--- src/rtl/idex_skid_stage_pkg.sv ---
// Definitions shared by the skid-buffered pipeline stages: state encoding and
// the NOP control value.
package idex_skid_stage_pkg;

  typedef enum logic [1:0] {
    ST_EMPTY = 2'd0,
    ST_BUSY  = 2'd1,
    ST_FULL  = 2'd2
  } skid_state_e;

  // Replicated to the control width at the point of use; all-zero ctrl is a NOP.
  localparam logic NOP_CTRL = 1'b0;

  // Occupancy equals the state encoding; kept as a function so other stages agree.
  function automatic logic [1:0] occ_of(input skid_state_e st);
    return logic'(st == ST_FULL) ? 2'd2 : (st == ST_BUSY) ? 2'd1 : 2'd0;
  endfunction

endpackage

--- src/rtl/idex_slot.sv ---
// One bundle register of the ID->EX skid stage: load enable plus synchronous clear.
// Holds datapath only; validity is tracked by the owning FSM.
module idex_slot #(
  parameter int BW = 64
) (
  input  logic          clk,
  input  logic          ld_i,
  input  logic          clr_i,
  input  logic [BW-1:0] d_i,
  output logic [BW-1:0] q_o
);

  logic [BW-1:0] slot_q;

  always_ff @(posedge clk) begin
    if (clr_i)     slot_q <= '0;
    else if (ld_i) slot_q <= d_i;
  end

  assign q_o = slot_q;

endmodule

--- src/rtl/idex_skid_stage.sv ---
// ID->EX pipeline register with a 2-entry skid buffer, registered in_ready,
// synchronous flush and a saturating bubble counter.
module idex_skid_stage
  import idex_skid_stage_pkg::*;
#(
  parameter int W    = 16,
  parameter int NCH  = 3,
  parameter int CW   = 16,
  parameter int CNTW = 16
) (
  input  logic              clk,
  input  logic              rst,
  input  logic              flush,
  input  logic              in_valid,
  output logic              in_ready,
  input  logic [NCH*W-1:0]  in_data,
  input  logic [CW-1:0]     in_ctrl,
  output logic              out_valid,
  input  logic              out_ready,
  output logic [NCH*W-1:0]  out_data,
  output logic [CW-1:0]     out_ctrl,
  output logic [1:0]        occupancy,
  output logic [CNTW-1:0]   bubble_cnt,
  input  logic              clr_stats
);

  localparam int DW = NCH * W;
  localparam int BW = DW + CW;

  skid_state_e    state_q, state_d;
  logic           in_ready_q, in_ready_d;
  logic [CNTW-1:0] bub_q, bub_d;

  logic           accept, consume;
  logic           main_ld, main_from_skid, skid_ld, slots_clr;
  logic [BW-1:0]  in_bundle, main_d, main_q, skid_q;

  assign in_bundle = {in_ctrl, in_data};
  assign out_valid = (state_q != ST_EMPTY);
  assign accept    = in_valid & in_ready_q;
  assign consume   = out_valid & out_ready;

  // Next state and slot control; flush overrides every transfer.
  always_comb begin
    state_d        = state_q;
    main_ld        = 1'b0;
    main_from_skid = 1'b0;
    skid_ld        = 1'b0;
    slots_clr      = 1'b0;
    case (state_q)
      ST_EMPTY: begin
        if (accept) begin
          main_ld = 1'b1;
          state_d = ST_BUSY;
        end
      end
      ST_BUSY: begin
        if (accept && consume) begin
          main_ld = 1'b1;
        end else if (accept) begin
          skid_ld = 1'b1;
          state_d = ST_FULL;
        end else if (consume) begin
          state_d = ST_EMPTY;
        end
      end
      ST_FULL: begin
        if (consume) begin
          main_ld        = 1'b1;
          main_from_skid = 1'b1;
          state_d        = ST_BUSY;
        end
      end
      default: state_d = ST_EMPTY;
    endcase
    if (flush) begin
      state_d   = ST_EMPTY;
      main_ld   = 1'b0;
      skid_ld   = 1'b0;
      slots_clr = 1'b1;
    end
  end

  assign in_ready_d = (state_d != ST_FULL);
  assign main_d     = main_from_skid ? skid_q : in_bundle;

  always_comb begin
    bub_d = bub_q;
    if (clr_stats)
      bub_d = '0;
    else if (!out_valid && (bub_q != {CNTW{1'b1}}))
      bub_d = bub_q + {{(CNTW-1){1'b0}}, 1'b1};
  end

  always_ff @(posedge clk or negedge rst) begin
    if (!rst) begin
      state_q    <= ST_EMPTY;
      in_ready_q <= 1'b1;
      bub_q      <= '0;
    end else begin
      state_q    <= state_d;
      in_ready_q <= in_ready_d;
      bub_q      <= bub_d;
    end
  end

  idex_slot #(.BW(BW)) u_main (
    .clk   (clk),
    .ld_i  (main_ld),
    .clr_i (slots_clr),
    .d_i   (main_d),
    .q_o   (main_q)
  );

  idex_slot #(.BW(BW)) u_skid (
    .clk   (clk),
    .ld_i  (skid_ld),
    .clr_i (slots_clr),
    .d_i   (in_bundle),
    .q_o   (skid_q)
  );

  // A bubble always presents zero operands and a NOP control word.
  assign out_data   = out_valid ? main_q[DW-1:0] : '0;
  assign out_ctrl   = out_valid ? main_q[BW-1 -: CW] : {CW{NOP_CTRL}};
  assign in_ready   = in_ready_q;
  assign occupancy  = occ_of(state_q);
  assign bubble_cnt = bub_q;

endmodule
--- config.mk ---
export PLATFORM = sky130hd
export DESIGN_NAME = idex_skid_stage
export DESIGN_NICKNAME = d
export VERILOG_FILES = /design/src/rtl/idex_skid_stage_pkg.sv /design/src/rtl/idex_slot.sv /design/src/rtl/idex_skid_stage.sv
export SDC_FILE = /design/constraint.sdc
export NUM_CORES = 1
export LEC_CHECK = 0
export CAP_MARGIN = 15
export CORE_MARGIN = 5
export CORE_UTILIZATION = 30
export DETAILED_ROUTE_END_ITERATION = 12
export HOLD_SLACK_MARGIN = 0.03
export PLACE_DENSITY_LB_ADDON = 0.3
export SYNTH_ARGS = -nofsm -noshare
export SYNTH_HDL_FRONTEND = slang
export SYNTH_HIERARCHICAL = 1
export SYNTH_SLANG_ARGS = --single-unit
--- constraint.sdc ---
create_clock -name clk -period 1.7 [get_ports clk]
set_input_delay 0.34 -clock clk [delete_from_list [all_inputs] [get_ports clk]]
set_output_delay 0.34 -clock clk [all_outputs]
set_load 0.03 [all_outputs]
After elaboration in Yosys (flattened, before gate mapping)
Index checks and enable logic that the tools add are counted.
Widths: inputs -> output; s select.
- register bits after elaboration: 147
- $add $sub $neg: 1
- eq/ne operators: 4
- mux-type cells: 24
- bitwise gates (word level): 2
- reduce and logical (&&, ||, !) cells: 6
- operators with widths (cell ; number):
    $mux 64 ; 1
    $mux 16 ; 3
    $mux 48 ; 1
    $add 16x1->16 const B ; 1
    $ne 16x16->1 const B ; 1
    $mux 2 ; 7
    $mux 1 ; 10
    $pmux 2 s3 ; 1
    $reduce_bool 2->1 ; 2
    $pmux 1 s3 ; 1
    $and 1x1->1 ; 2
    $eq 2x1->1 const B ; 1
    $eq 2x2->1 const B ; 1
    $logic_and 1x1->1 ; 2
    $logic_not 2->1 ; 1
    $ne 2x2->1 const B ; 1
    $logic_not 1->1 ; 1

Logic depth before layout (Yosys ltp)
- word-level depth: 8
- gate-level depth with buffers: 8

By module
Netlist, hierarchy kept.
- by module, submodules not included (module ; instances ; cells an instance ; area an instance (um^2) ; seq. area each (um^2)):
    idex_slot ; 2 ; 206 ; 2290.9 ; 1281.2
    idex_skid_stage ; 1 ; 261 ; 2267.2 ; 476.7

Worst setup path after synthesis
Ideal clock, no wire load.
- kind: flip-flop to flip-flop
- start point: reg bub_q[0], in the netlist bubble_cnt[0]
- end point: reg bub_q[12], in the netlist bubble_cnt[12]
- data arrival time: 1869 ps
- data required time: 1622 ps
- setup slack: -247 ps
- stages on the path, launching flop included: 6
- path buffers: 0
- period minus slack after synthesis: 1947 ps
- cell sequence: dfrtp_1 ha_1 nand3_1 or4_4 or3_1 a21oi_1
- word-level cells in the longest chain between the ends: 3
- ends and longest elaborated chain (item ; RTL line ; text):
    from (decl) ; idex_skid_stage.sv:32 ; logic [CNTW-1:0] bub_q, bub_d;
    from (signal assigned) ; idex_skid_stage.sv:103 ; bub_q <= bub_d;
    $add 16x1->16 or $ne 16x16->1 (tied branches) ; idex_skid_stage.sv:92, idex_skid_stage.sv:91 ;
    $mux 16 or $logic_and 1x1->1 (tied branches) ; idex_skid_stage.sv:91 ; else if (!out_valid && (bub_q != {CNTW{1'b1}}))
    $mux 16 or $reduce_bool 2->1 (tied branches) ; n/a ;
Parallel ways exist; a longest one is shown, timed or not. The select of a mux whose other input is x is not followed.
A chain may end at the register's enable or synchronous reset.

Final worst setup path
- start point: reg state_q[0]
- end point: out out_data[15]
- word-level cells in the longest chain between the ends: 2
- ends and longest elaborated chain (item ; RTL line ; text):
    from (decl) ; idex_skid_stage.sv:30 ; skid_state_e state_q, state_d;
    from (signal assigned) ; idex_skid_stage.sv:101 ; state_q <= state_d;
    $reduce_bool 2->1 ; idex_skid_stage.sv:39 ; assign out_valid = (state_q != ST_EMPTY);
    $mux 48 ; idex_skid_stage.sv:124 ; assign out_data = out_valid ? main_q[DW-1:0] : '0;
    to (decl) ; idex_skid_stage.sv:20 ; output logic [NCH*W-1:0] out_data,
Every way passes these cells.

==> out/metrics.csv <==
metric,value,unit
routed length per instance,17.2,microns
CP Capture Type,output port,
fin crit share,115,%
Crit Path Max Fanout,8,
Reg2Reg Setup Slack,-0.24,ns
Layout Nets,974,
violated checks,negative setup slack,
Worst-Skew Late Latency,0.42,ns
final wirelength,20600,microns
vias per cell,4.65,
total power,8.98,mW
Area growth syn-to-layout,61.6,%
"Cell Area, Synth",6850,sq um
CP arrival,1.62,ns
Congestion Overflow GR,0,
Max Slew Vio Count,0,
Die ar.,26000,sq um
GRT Util Overall,16.0,%
crit-path max cell delay,0.41,ns
vias in the first global route,5856,
Critical Path Stages,6,
first-pass GRT wire length,32800,microns
CTS Buf Count,17,
post-synthesis sequential area ratio,44.4,%
status,"finished, violations left",
clk slew on worst S/H paths,0.06,ns
IO Pins,154,
MaxCap Viol Count,0,
final worst slack,-0.260,ns
"commonest non-fill, non-tap cell in the layout",nor2_1,
Yosys reg bits,147,
core region area,22600,sq um
Setup crit start kind,register,
Final setup viols,175,
detailed-route via count,5577,
Peak supply drop,0.555,mV
R2R cell count,10,
Fmax achieved,0.510,GHz
initial antenna violation count,0,
Worst Setup SP,state_q[0],
slew of the pin with the lowest slew margin,0.468,ns
Post-Syn Nets,744,
layout cells sized above 1,43.0,%
worst path buffer plus inverter count,4,
RSZ-0062 raised after global routing,true,
CTS root buf,clkbuf_16,
routability cong.,0.696,
worst hold margin,0.260,ns
die width,161,microns
number of diodes,0,
Initial DRC Count,161,
Synthesis Warnings,6,
CTS Hold Bufs,0,
port bufs,153,
"Data required, critical path",1.36,ns
DRC,0,
Leak Pwr,4.44,nW
crit-path leading delay family,buffers and inverters,
Worst R2R Start,in_ready,
Rel. slew slack,68.8,%
largest net degree at the start of global routing,99,
Starting Density,30.3,%
r2r endpoint,u_main/q_o[61],
H-tree depth,4,
crit path to,out_data[15],
Power Density,812,nW/um^2
Worst Skew,0.00829,ns
# rows,55,
CP Class,register to output port,
Placed Area,8850,sq um
Cell variety after synth,41,
final hold viol count,0,
detailed placer's ending HPWL,11300,microns
Clock Tree Buf Depth,2,
Synth Area per Inst,10.2,sq um
Syn Inst Count,673,
Finished Cell Area,11100,sq um
Period minus WS final,1.96,ns
"Slowest-stage cell, CP",dfrtp_1,
Pre-antenna DRT Iters,4,
CP cell instances,nor2_4 -> inv_4 -> buf_12 -> buf_16 -> and2_4 -> buf_6,
min-delay worst type,primary input to async pin,
CTS sink count,147,
"commonest cells after routing, fill and taps aside","nor2_1, dfxtp_1, mux2i_1",
Antenna Violating Nets Remaining,0,
CTS tree,yes,
chip height,161,microns
worst min path at each step:
stage	end	slack (ns)
2_1_floorplan	bubble_cnt[0]	0.04
3_3_place_gp	u_main/q_o[5]	0.46
3_5_place_dp	u_main/q_o[37]	0.47
4_1_cts	bubble_cnt[9]	0.24
5_1_grt	bubble_cnt[9]	0.25
6_report	bubble_cnt[9]	0.26
worst reg2reg max path: stages, from the launching register on:
cell and delay (ns):
dfstp_2 0.55, nand2_4 0.06, nor2_4 0.12, buf_6 0.12, o21bai_4 0.06, a21oi_4 0.20
buf_12 0.18, buf_12 0.13, buf_16 0.13, mux2i_1 0.20, nor2_1 0.07
routing by layer:
layer	track usage, %	up-vias	routed length (microns)
li1	-	2765	-
met1	21.3	2672	9790
met2	26.0	123	9670
met3	4.18	17	920
met4	3.92	0	246
met5	0	-	0
report_power, final:
part	switching (mW)	total, mW	internal, mW	leakage [nW]
sequential	0.0759	3.66	3.59	1.27
clock	1.48	3.63	2.15	0.272
combinational	0.728	1.69	0.963	2.90
total	2.28	8.98	6.70	4.44
registers in the layout (all words and copies together), names as in the netlist:
| register | flops |
|---|---|
| u_skid/q_o | 64 |
| bubble_cnt | 16 |
| state_q | 2 |
| u_main/q_o | 64 |
| in_ready | 1 |
cell type report:
cell class	instances	area (sq um)
fill	2055	11500
multi-input combinational	476	3850
timing repair buffer	257	3210
sequential	147	3060
clock buffer	21	482
tap	285	357
clock inverter	9	81.3
inverter	4	22.5
cells by family after synthesis:
kind of cell,after synthesis,share of synthesized area [%]
AND/OR/NAND/NOR,245,17.5
adder cells (fa/ha/maj),1,0.183
multiplexers,195,29.7
flip-flops,147,44.4
buffers and inverters,50,5.10
AO/OA/AOI/OAI,35,3.16
per-stage QoR:
| step | cells | setup TNS [ns] | worst slack [ns] | util (%) |
|---|---|---|---|---|
| after global placement | 1113 | -57.59 | -0.496 | 39.2 |
| after global routing | 1199 | -45.95 | -0.333 | 49.0 |
| final | 1199 | -27.07 | -0.260 | 49.0 |
| after CTS | 1200 | -35.85 | -0.288 | 48.9 |
| after floorplan | 673 | -5.73 | -0.0641 | - |
| after detailed placement | 1113 | -55.80 | -0.473 | 39.2 |
synth_stat cells, drive strengths merged:
library cell    n  area, sq um
nor2b           3         18.8
nor2          134          510
a311oi          1         8.76
inv             4         15.0
o21bai          1         7.51
or4             6         48.8
nor3            3         15.0
mux2i         130         1300
dfstp           1         26.3
nand4           4         31.3
dfxtp         128         2560
dfrtp          18          450
and2           65          407
o311a           1         10.0
and3            2         12.5
nand2           9         33.8
nand3b          1         7.51
a21oi          13         65.1
a21o            2         15.0
a211o           1         8.76
o31ai           6         45.0
and4            1         8.76
a211oi          1         7.51
o2111ai         1         8.76
nor4            3         25.0
nand2b          3         18.8
ha              1         12.5
mux2           65          732
buf            34          287
nand3           6         30.0
clkbuf         12         47.6
o21ai           8         40.0
or3             5         31.3
repair_timing:
action                     CTS  global route
gates cloned                25             0
gates resized for setup    232            51
setup buffers               34            11
pin swaps                   75            21
setup endpoints to repair  216           214
Note: power is estimated with default switching activity, not from simulation.
